File: config.mk
export PLATFORM = sky130hd
export DESIGN_NAME = serial_mul_gen
export DESIGN_NICKNAME = d
export VERILOG_FILES = /design/src/rtl/serial_mul_pkg.sv /design/src/rtl/serial_mul_step.sv /design/src/rtl/serial_mul_gen.sv
export SDC_FILE = /design/constraint.sdc
export NUM_CORES = 1
export LEC_CHECK = 0
export ABC_CLOCK_PERIOD_IN_PS = 8500
export CORE_MARGIN = 2
export CORE_UTILIZATION = 45
export CTS_CLUSTER_SIZE = 10
export DETAILED_ROUTE_END_ITERATION = 10
export PLACE_DENSITY = 0.63
export REMOVE_ABC_BUFFERS = 1
export SLEW_MARGIN = 10
export SYNTH_ARGS = -nofsm -noshare
export SYNTH_HDL_FRONTEND = slang
export SYNTH_SLANG_ARGS = --single-unit
File: constraint.sdc
create_clock -name clk -period 8.5 [get_ports clk]
set_input_delay 1.275 -clock clk [delete_from_list [all_inputs] [get_ports clk]]
set_output_delay 1.275 -clock clk [all_outputs]
set_load 0.01 [all_outputs]
File: src/rtl/serial_mul_pkg.sv
// Shared types and elaboration helpers for the parametrised serial multiplier.
package serial_mul_pkg;

  typedef enum logic [1:0] {
    IDLE = 2'd0,
    COMP = 2'd1,
    DONE = 2'd2
  } state_t;

  function automatic int nstep(input int width, input int bpc);
    return width / bpc;
  endfunction

  function automatic bit cfg_ok(input int width, input int bpc);
    return (width >= 2) && ((bpc == 1) || (bpc == 2) || (bpc == 4)) && ((width % bpc) == 0);
  endfunction

endpackage

File: src/rtl/serial_mul_step.sv
// One serial step: BPC-bit partial product of the extended multiplicand added to the running sum.
module serial_mul_step #(
  parameter int WIDTH = 32,
  parameter int BPC   = 1
) (
  input  logic [2*WIDTH-1:0] xe,
  input  logic [BPC-1:0]     ybits,
  input  logic               is_signed,
  input  logic               last,
  input  logic [2*WIDTH-1:0] acc,
  output logic [2*WIDTH-1:0] sum
);

  localparam int PW = 2 * WIDTH;

  logic signed [BPC:0]    chunk;
  logic signed [PW-1:0]   chunk_ext;
  logic signed [PW-1:0]   pp;

  // The top chunk of a signed multiplier carries the negative MSB weight.
  assign chunk     = {is_signed & last & ybits[BPC-1], ybits};
  assign chunk_ext = {{(PW-BPC-1){chunk[BPC]}}, chunk};
  assign pp        = $signed(xe) * chunk_ext;
  assign sum       = acc + pp;

endmodule

File: src/rtl/serial_mul_gen.sv
// Serial WIDTH x WIDTH multiplier retiring BPC multiplier bits per clock, valid/ready on all links.
// Optional MAC mode under SERIAL_MUL_ACCUM_EN. States: IDLE capture | COMP step | DONE hold result.
module serial_mul_gen #(
  parameter int WIDTH = 32,
  parameter int BPC   = 1
) (
  input  logic                 clk,
  input  logic                 asyn_reset,
  input  logic [WIDTH-1:0]     x,
  input  logic                 x_signed,
`ifdef SERIAL_MUL_ACCUM_EN
  input  logic                 acc_clr,
`endif
  input  logic                 data_x_vld,
  output logic                 data_x_rdy,
  input  logic [WIDTH-1:0]     y,
  input  logic                 data_y_vld,
  output logic                 data_y_rdy,
  output logic [2*WIDTH-1:0]   product,
  output logic                 d_out_vld,
  input  logic                 d_out_rdy,
  output logic                 busy
);
  import serial_mul_pkg::*;

  localparam int NSTEP = nstep(WIDTH, BPC);
  localparam int CW    = (NSTEP > 1) ? $clog2(NSTEP) : 1;
  localparam int PW    = 2 * WIDTH;

  if (!cfg_ok(WIDTH, BPC)) begin : g_cfg_check
    $error("serial_mul_gen: WIDTH must be >= 2 and a multiple of BPC, BPC in {1,2,4}");
  end

  state_t           state;
  logic             have_x, have_y, sgn;
  logic [PW-1:0]    x_sh, acc, sum;
  logic [WIDTH-1:0] y_sh;
  logic [CW-1:0]    cnt;
  logic             hs_x, hs_y, last;
`ifdef SERIAL_MUL_ACCUM_EN
  logic             clr;
`endif

  assign data_x_rdy = (state == IDLE) && !have_x;
  assign data_y_rdy = (state == IDLE) && !have_y;
  assign busy       = (state != IDLE);
  assign hs_x       = data_x_vld & data_x_rdy;
  assign hs_y       = data_y_vld & data_y_rdy;
  assign last       = (cnt == '0);

  serial_mul_step #(.WIDTH(WIDTH), .BPC(BPC)) u_step (
    .xe        (x_sh),
    .ybits     (y_sh[BPC-1:0]),
    .is_signed (sgn),
    .last      (last),
    .acc       (acc),
    .sum       (sum)
  );

  always_ff @(posedge clk or posedge asyn_reset) begin
    if (asyn_reset) begin
      state     <= IDLE;
      have_x    <= 1'b0;
      have_y    <= 1'b0;
      sgn       <= 1'b0;
      x_sh      <= '0;
      y_sh      <= '0;
      acc       <= '0;
      cnt       <= '0;
      product   <= '0;
      d_out_vld <= 1'b0;
`ifdef SERIAL_MUL_ACCUM_EN
      clr       <= 1'b0;
`endif
    end else begin
      case (state)
        IDLE: begin
          // Multiplicand is pre-extended so later steps just shift it left.
          if (hs_x) begin
            x_sh   <= x_signed ? {{WIDTH{x[WIDTH-1]}}, x} : {{WIDTH{1'b0}}, x};
            sgn    <= x_signed;
            have_x <= 1'b1;
`ifdef SERIAL_MUL_ACCUM_EN
            clr    <= acc_clr;
`endif
          end
          if (hs_y) begin
            y_sh   <= y;
            have_y <= 1'b1;
          end
          if (have_x && have_y) begin
            state  <= COMP;
            cnt    <= CW'(NSTEP - 1);
            have_x <= 1'b0;
            have_y <= 1'b0;
`ifdef SERIAL_MUL_ACCUM_EN
            acc    <= clr ? '0 : product;
`else
            acc    <= '0;
`endif
          end
        end
        COMP: begin
          acc  <= sum;
          x_sh <= x_sh << BPC;
          y_sh <= y_sh >> BPC;
          cnt  <= cnt - 1'b1;
          if (last) begin
            state     <= DONE;
            product   <= sum;
            d_out_vld <= 1'b1;
          end
        end
        DONE: begin
          if (d_out_rdy) begin
            state     <= IDLE;
            d_out_vld <= 1'b0;
          end
        end
        default: state <= IDLE;
      endcase
    end
  end

endmodule

==> impl_summary.md, run 1 <==
Clock tree
The CTS tree is done. The clock latency at the later pin of the worst-skew pair is 0.57 ns. After clock tree synthesis, the clock-pin slew on the worst setup and hold paths is 0.06 ns.

The H-tree depth is 1. Clock tree synthesis found a total of 235 sinks. The post-CTS repair timing setup buffer count is 0. The count of hold-fix buffers inserted at cts is 0. The clock passes through at most 3 buffers. TritonCTS created 28 clock buffers.

After clock tree synthesis, the repair step resized 0 gates. The cell sitting at the root of the clock tree is a clkbuf_16.

Yosys
The average instance in the mapped netlist occupies 8.42 um2. The share of the synthesized area in the top cell type is 0.382. The synthesized netlist occupies a cell area of 15400 um2. The number of enable flip-flop cells after synthesis is 0.

For this run, asynchronously set or reset flops after synthesis account for 1.00. The dominant cell type by area after synthesis is dfrtp_1. In the synthesized netlist, the number of instances is 1830. The share of the Yosys chip area taken by registers is 0.382. After synthesis, the cell types taking the most area are dfrtp_1 38%, fa_1 8.2%, nand2_1 6.9%. After synthesis, the netlist uses 63 different library cells. The synthesized design contains 235 register bits. The count of synthesis-stage warnings from yosys is 0. Among all flip-flop cells after synthesis, the most frequent one is dfrtp_1.

Floorplanning
The area of the core region is 33600 um2. The floorplan step defined a die boundary enclosing 35700 um2. The initial utilization of the core area, before any placement, comes to 0.458.

The die is 189 um wide. The top-level I/O count is 138. The number of rows created at floorplan is 67. The height of the die is 189 um.

Setup path
The worst register-to-register path ends at acc[60]. The source of the worst register-to-register timing path is cnt[0]. The slowest stage cell on the critical path is inv_2. Along the worst path, the maximum fanout reaches 35. The worst reg-to-reg setup slack is 2.53 ns.

The stage delay of the slowest cell on the critical path is 0.59 ns. The critical path in this run is classified as reg2reg. The buffers plus inverters on the worst setup path is 5.

The data required time of the critical path is 8.90 ns. The cell type with the highest occurrence count on the critical path is inv_1. Walking the worst path, the cells encountered are inv_1 -> ha_1 -> nor4b_4 -> nand3_1 -> inv_2 -> buf_4 -> nand2b_1 -> fa_1 -> inv_1 -> ha_1 -> inv_1 -> or4_1 -> o31ai_1 -> o21ai_1 -> a21oi_2 -> a21oi_1 -> o21ai_0 -> xnor2_1 -> o21ai_0.

Data arrives at the worst endpoint at 6.38 ns. Measured in cells, the most critical reg-to-reg path has a length of 19. STA classifies the critical path endpoint as a flop. STA classifies the critical path startpoint as a flop. In this design, the largest share of critical-path delay is due to simple AND/OR/NAND/NOR gates.

Timing
The maximum clock frequency is 167 MHz. The count of pins over their slew limit is 0. At the pin with the least slew margin, the transition time is 1.04 ns. The clock arrives with 0.0252 ns of skew. The number of endpoints with negative hold slack in the final report is 0. In the final timing run, aggregate negative setup slack is 0 ns. The minimum period implied by the final worst setup slack is 5.97 ns. The relative slew slack is 0.306. The worst-case setup margin in the final layout is 2.53 ns. Setup violations remaining at the end of the flow were counted as 0. The share of the clock period used by the worst path is 0.702. Setup repair after global routing left no endpoint under its margin.

Routing
After the first detailed-routing iteration, the DRC count stood at 835. Summing over every cut layer, the via total after detailed routing is 12885. The DRC violation count after routing is 0. The pre-antenna-repair detailed-routing pass consisted of 6 iterations.

Using the TritonRoute via totals, the vias-per-cell ratio works out to 5.45. In the final routed layout, each cell accounts on average for 17.1 um. In this run the remaining antenna-violating nets after routing total 0.

Wires add up to 40500 um.

Place
The count of input and output buffers is 137. Routability-driven placement finished with a final weighted congestion of 0.914. At the placement stage, the worst setup path has a slack of 2.54 ns. The final HPWL from detailed placement is 28800 um.

Global routing
The pin count of the biggest net entering global routing is 147. The wire length of the first global-routing pass is 68400 um. The via count of the first global-routing pass came to 13239. The remaining global-route overflow is 0. The combined global-route utilization of all metal layers is 0.234. The initial antenna violation count is 0.

Outcome
The flow ran to the end, and the final reports show no timing, DRC or antenna violations.

Cells and area
The library cell used most frequently in the layout, excluding fill and tap cells, is nand2_1. The top cell types in the final layout, fill and taps aside, are 282 x nand2_1, 234 x dfrtp_1, 193 x inv_1, 142 x nor2_1, 137 x clkdlybuf4s50_1. The final-layout fill cell count is 3188. Relative to the synthesized area, the layout overhead comes to 16.2%. In the final design database the tool counted 2106 nets. Of the cells placed in the final design, the portion with a size suffix greater than 1 is 0.0490. 0 antenna diodes ended up in the layout.

Min path
For hold timing, the worst endpoint is product[25]. The critical hold path startpoint is product[25]. The instance count along the most critical hold path is 2. The tightest min-delay check is of the reg2reg type.

Run
Across the run, the number of max-cap violations was 0.
==> per-stage QoR <==
step / hold slack [ns] / utilization / area (um2) / std cells
finish: 0.474 / 0.533 / 17900 / 2365
global route: 0.509 / 0.533 / 17900 / 2365
floorplan: 0.450 / - / 15000 / 1729
global placement: 0.461 / 0.509 / 17100 / 2326
detailed placement: 0.469 / 0.509 / 17100 / 2326
CTS: 0.481 / 0.533 / 17900 / 2365
==> logic make-up after synthesis <==
logic type,share of synthesized area
AO/OA/AOI/OAI,0.164
multiplexers,0.0138
XOR/XNOR,0.0375
flip-flops,0.382
AND/OR/NAND/NOR,0.197
buffers and inverters,0.0722
adder cells (fa/ha/maj),0.135
==> flip-flops by register name, summed over array words and instances (netlist names) <==
name	cells
x_sh	64
product	64
d_out_vld	1
have_x	1
have_y	1
state	2
cnt	5
acc	64
sgn	1
y_sh	32
==> worst reg2reg max path: stages, from the launching register on <==
cell,delay [ns]
dfrtp_1,0.38
inv_1,0.11
ha_1,0.16
nor4b_4,0.50
nand3_1,0.34
inv_2,0.59
buf_4,0.43
nand2b_1,0.12
fa_1,0.52
inv_1,0.04
ha_1,0.39
inv_1,0.08
or4_1,0.55
o31ai_1,0.28
o21ai_1,0.23
a21oi_2,0.31
a21oi_1,0.23
o21ai_0,0.27
xnor2_1,0.16
o21ai_0,0.10
==> metal layers <==
metal,GRT usage,share of wire,wire length [um]
met4,0.0637,0.025,1010
met3,0.0487,0.064,2580
met5,0,0,0
met1,0.321,0.45,18400
met2,0.376,0.46,18500
==> synthesized netlist by cell type (all sizes together) (4+ instances only) <==
cell type and count:
nor3 18, and3 5, or2 4, a21oi 93, and2 13, dfrtp 235
inv 195, o31ai 4, a211oi 5, fa 63, xnor2 42, xor2 24
nor2b 4, o21ai 147, a31oi 38, mux2 18, nand3 121, nand2b 59
nor2 143, nand4 18, o21bai 13, nand2 285, clkbuf 93, a22o 16
ha 65, a21o 26, buf 8, a21boi 8, o22ai 31
==> cell type report <==
type                            count  area (um2)  share of cell area
Timing Repair Buffer              149        1470              0.0823
Clock buffer                       37         774              0.0433
Sequential cell                   235        5880               0.329
Clock inverter                      2        21.3             0.00119
Tap cell                          448         561              0.0313
Multi-Input combinational cell   1299        8450               0.472
Inverter                          195         739              0.0413
==> worst max path at each step <==
stage	from	end	slack, ns	cells past startpoint
2_1_floorplan	asyn_reset	acc[0]	0.78	1
3_3_place_gp	cnt[0]	product[45]	2.59	20
3_5_place_dp	cnt[0]	acc[60]	2.54	19
4_1_cts	cnt[0]	product[50]	2.49	20
5_1_grt	cnt[0]	product[56]	2.01	19
6_report	cnt[0]	acc[60]	2.53	19
Power of run 1 is not shown: default switching activity piles up to over one toggle a cycle in this logic, so the estimate is an artifact.
==> run 2, diff against run 1 <==
- ABC_CLOCK_PERIOD_IN_PS: 8500 -> 4900
- PLACE_DENSITY: 0.63 -> 0.65
- clock period: 8.5 -> 4.9 ns (I/O delays scaled with it)
==> impl_summary.md, run 2 (same netlist as run 1, synthesis figures left out) <==
Timing
The count of pins over their slew limit is 0 (unchanged). The transition at the pin with the smallest max-transition slack is 1.17 ns (was 1.04 ns). The worst clock skew on the final layout is 0.00940 ns (was 0.0252 ns).

The share of the clock period used by the worst path is 0.946 (was 0.702). The number of endpoints with negative hold slack in the final report is 0 (unchanged). The relative slew slack is 0.221 (was 0.306). The number of setup violations in the final report came to 0 (unchanged).

The minimum period implied by the final worst setup slack is 4.63 ns (was 5.97 ns). The maximum clock frequency is 216 MHz (was 167 MHz).

Cells and area
The count of nets after finishing is 2130 (was 2106). The area used by multi-input combinational logic came to 8580 um2 (was 8450 um2). Largest registers ranked by flip-flop count: acc (64), product (64), x_sh (64) (unchanged). The final-layout fill cell count is 3113 (was 3188). The sequential standard cell area is 5880 um2 (unchanged). The count of non-filler cells in the finished layout is 2390 (was 2365). The total inserted antenna cells came to 0 (unchanged). The fraction of layout instances using a drive strength above 1 is 0.0731 (was 0.0490). The final non-filler cell area is 18300 um2 (was 17900 um2). The most common cell after layout, fill and taps aside was nand2_1 (unchanged). Most frequent cells in the layout: 282 x nand2_1, 234 x dfrtp_1, 193 x inv_1, 142 x nor2_1, 137 x clkdlybuf4s50_1 (unchanged).

The area growth from synthesis to layout came to 18.8% (was 16.2%).

Floorplanning
The floorplan die area was 35700 um2 (unchanged). The number of rows created at floorplan is 67 (unchanged). The height of the die is 189 um (unchanged). The starting utilization of the core area came to 0.458 (unchanged).

The area of the core region is 33600 um2 (unchanged). The horizontal die dimension was 189 um (unchanged). The top-level I/O count is 138 (unchanged).

Setup path
The data required time of the critical path is 5.33 ns (was 8.90 ns). The stage delay of the slowest cell on the critical path came to 0.52 ns (was 0.59 ns). The beginning of the critical path is cnt[0] (unchanged).

The worst reg-to-reg setup slack is 0.27 ns (was 2.53 ns). The kind of start point of the critical path is a flop (unchanged). The source of the worst register-to-register timing path is cnt[0] (unchanged). Cell Chain, Critical Path: inv_1 -> ha_1 -> nor4b_4 -> nand3_2 -> inv_4 -> buf_12 -> clkbuf_16 -> nand2b_1 -> fa_1 -> inv_1 -> ha_1 -> nand3_1 -> or2_2 -> nor2b_1 -> a221o_1 -> a31o_2 -> nand3_1 -> o21ai_1 -> a21boi_1 -> xnor2_1 -> mux2_2 (was inv_1 -> ha_1 -> nor4b_4 -> nand3_1 -> inv_2 -> buf_4 -> nand2b_1 -> fa_1 -> inv_1 -> ha_1 -> inv_1 -> or4_1 -> o31ai_1 -> o21ai_1 -> a21oi_2 -> a21oi_1 -> o21ai_0 -> xnor2_1 -> o21ai_0).

The start-to-end type of the worst setup path is reg2reg (unchanged). The count of cells along the worst register-to-register path is 21 (was 19). The slowest stage cell on the critical path is fa_1 (was inv_2). The top fanout value on the critical path is 13 (was 35).

The type of element capturing the critical path is a flop (unchanged). The worst path arrival time is 5.06 ns (was 6.38 ns).

Clock tree
The number of clock sinks seen by CTS is 235 (unchanged). The clock latency at the later pin of the worst-skew pair came to 0.55 ns (was 0.57 ns). The number of buffers on the longest clock path is 3 (unchanged). The root cell of the clock tree is clkbuf_16 (unchanged). The clock buffer count from CTS is 29 (was 28). The clock transition at the registers of the reported paths came to 0.05 ns (was 0.06 ns). The H-tree depth is 1 (unchanged). The CTS tree is done (unchanged).

Place
The post-place instance area came to 17300 um2 (was 17100 um2). The placed instance count is 2345 (was 2326). The count of input and output buffers was 137 (unchanged). The global placement routability congestion was 0.926 (was 0.914).

The final HPWL from detailed placement is 28800 um (about the same).

Global routing
The initial antenna violation count is 0 (unchanged). The wire length of the first global-routing pass is 68500 um (was 68400 um). The remaining global-route overflow was 0 (unchanged).

The via count of the first global-routing pass was 12951 (was 13239). The pin count of the biggest net entering global routing is 116 (was 147). The combined global-route utilization of all metal layers is 0.234 (about the same).

Routing
The detailed-route via count came to 13080 (was 12885). The post-detailed-route count of antenna-violating nets was 0 (unchanged). The via-per-instance ratio came to 5.47 (was 5.45). The DRC violation count after routing is 0 (unchanged).

The wire length per cell is 17.3 um (was 17.1 um). The aggregate routed wire length came to 41400 um (was 40500 um). The iteration count of the initial detailed-routing pass came to 5 (was 6). The number of DRC markers after the initial detailed-route iteration is 866 (was 835).

Min path
The type of the tightest min-delay check is reg2reg (unchanged). The instance count along the most critical hold path is 2 (unchanged). The critical hold path startpoint is product[23] (was product[25]).

Outcome
Outcome: finished, final reports clean (unchanged).

Run
The number of max-capacitance violations reported is 0 (unchanged).
run 2: cell types whose count changed in the layout (fill, tap and decap cells not counted), moves of 4 or more:
| cell | delta |
|---|---|
| a21oi_1 | -4 |
| buf_4 | +18 |
| clkbuf_8 | -4 |
| ha_1 | -5 |
| ha_2 | +5 |
| o21ai_0 | -5 |
| o21ai_2 | +4 |
run 2: worst paths after layout:
path	end
hold / removal	product[23]
min in group asynchronous	acc[57]
setup / recovery	product[50]
hold reg to reg	product[23]
max in group asynchronous	product[22]
setup reg to reg	product[50]
run 2: through the flow:
| step | hold slack, ns | TNS (ns) | setup slack [ns] | utilization |
|---|---|---|---|---|
| after CTS | 0.481 | 0 | 0.00782 | 0.539 |
| after global placement | 0.462 | 0 | 0.00724 | 0.514 |
| final | 0.473 | 0 | 0.265 | 0.544 |
| after global routing | 0.507 | -0.0254 | -0.0194 | 0.544 |
| after detailed placement | 0.469 | 0 | 0.0185 | 0.514 |
| after floorplan | 0.450 | -619.56 | -2.28 | - |
run 2: critical path, delay by kind of cell (launching register included):
kind	cells	cell delay [ns]
buf+inv	5	0.59
fa+ha+maj	3	1.11
mux	1	0.28
xor+xnor	1	0.19
simple gates	7	1.21
flops	1	0.38
compound gates	4	0.75
run 2: metal layers:
| layer | routed length, um | global-route usage |
|---|---|---|
| met1 | 19800 | 0.351 |
| met4 | 741 | 0.0502 |
| met3 | 2980 | 0.0465 |
| met5 | 0 | 0 |
| met2 | 17800 | 0.352 |
run 2: repair_timing:
| action | 4_1_cts | 5_1_grt |
|---|---|---|
| endpoints found under the setup margin | 3 | 35 |
| cloned | 0 | 1 |
| hold buffers | 0 | 0 |
| gates resized for setup | 1 | 33 |
| endpoints found under the hold margin | 0 | 0 |
| pin swaps | 0 | 2 |
| setup buffers | 0 | 3 |
run 2: cell type report:
cell class	instances	area share
Clock buffer	35	0.0409
Clock inverter	6	0.00438
Inverter	195	0.0405
Multi-Input combinational cell	1299	0.469
Sequential cell	235	0.321
Tap cell	448	0.0306
Timing Repair Buffer	172	0.0932
Power of run 2 is left out for the same reason.
==> run 3, diff against run 2 <==
- ABC_AREA: unset -> 0
- SLEW_MARGIN: 10 -> unset
==> results of run 3 <==
No change in the layout: final DEF, timing and power equal those of run 2.
Power of run 3 is left out for the same reason.
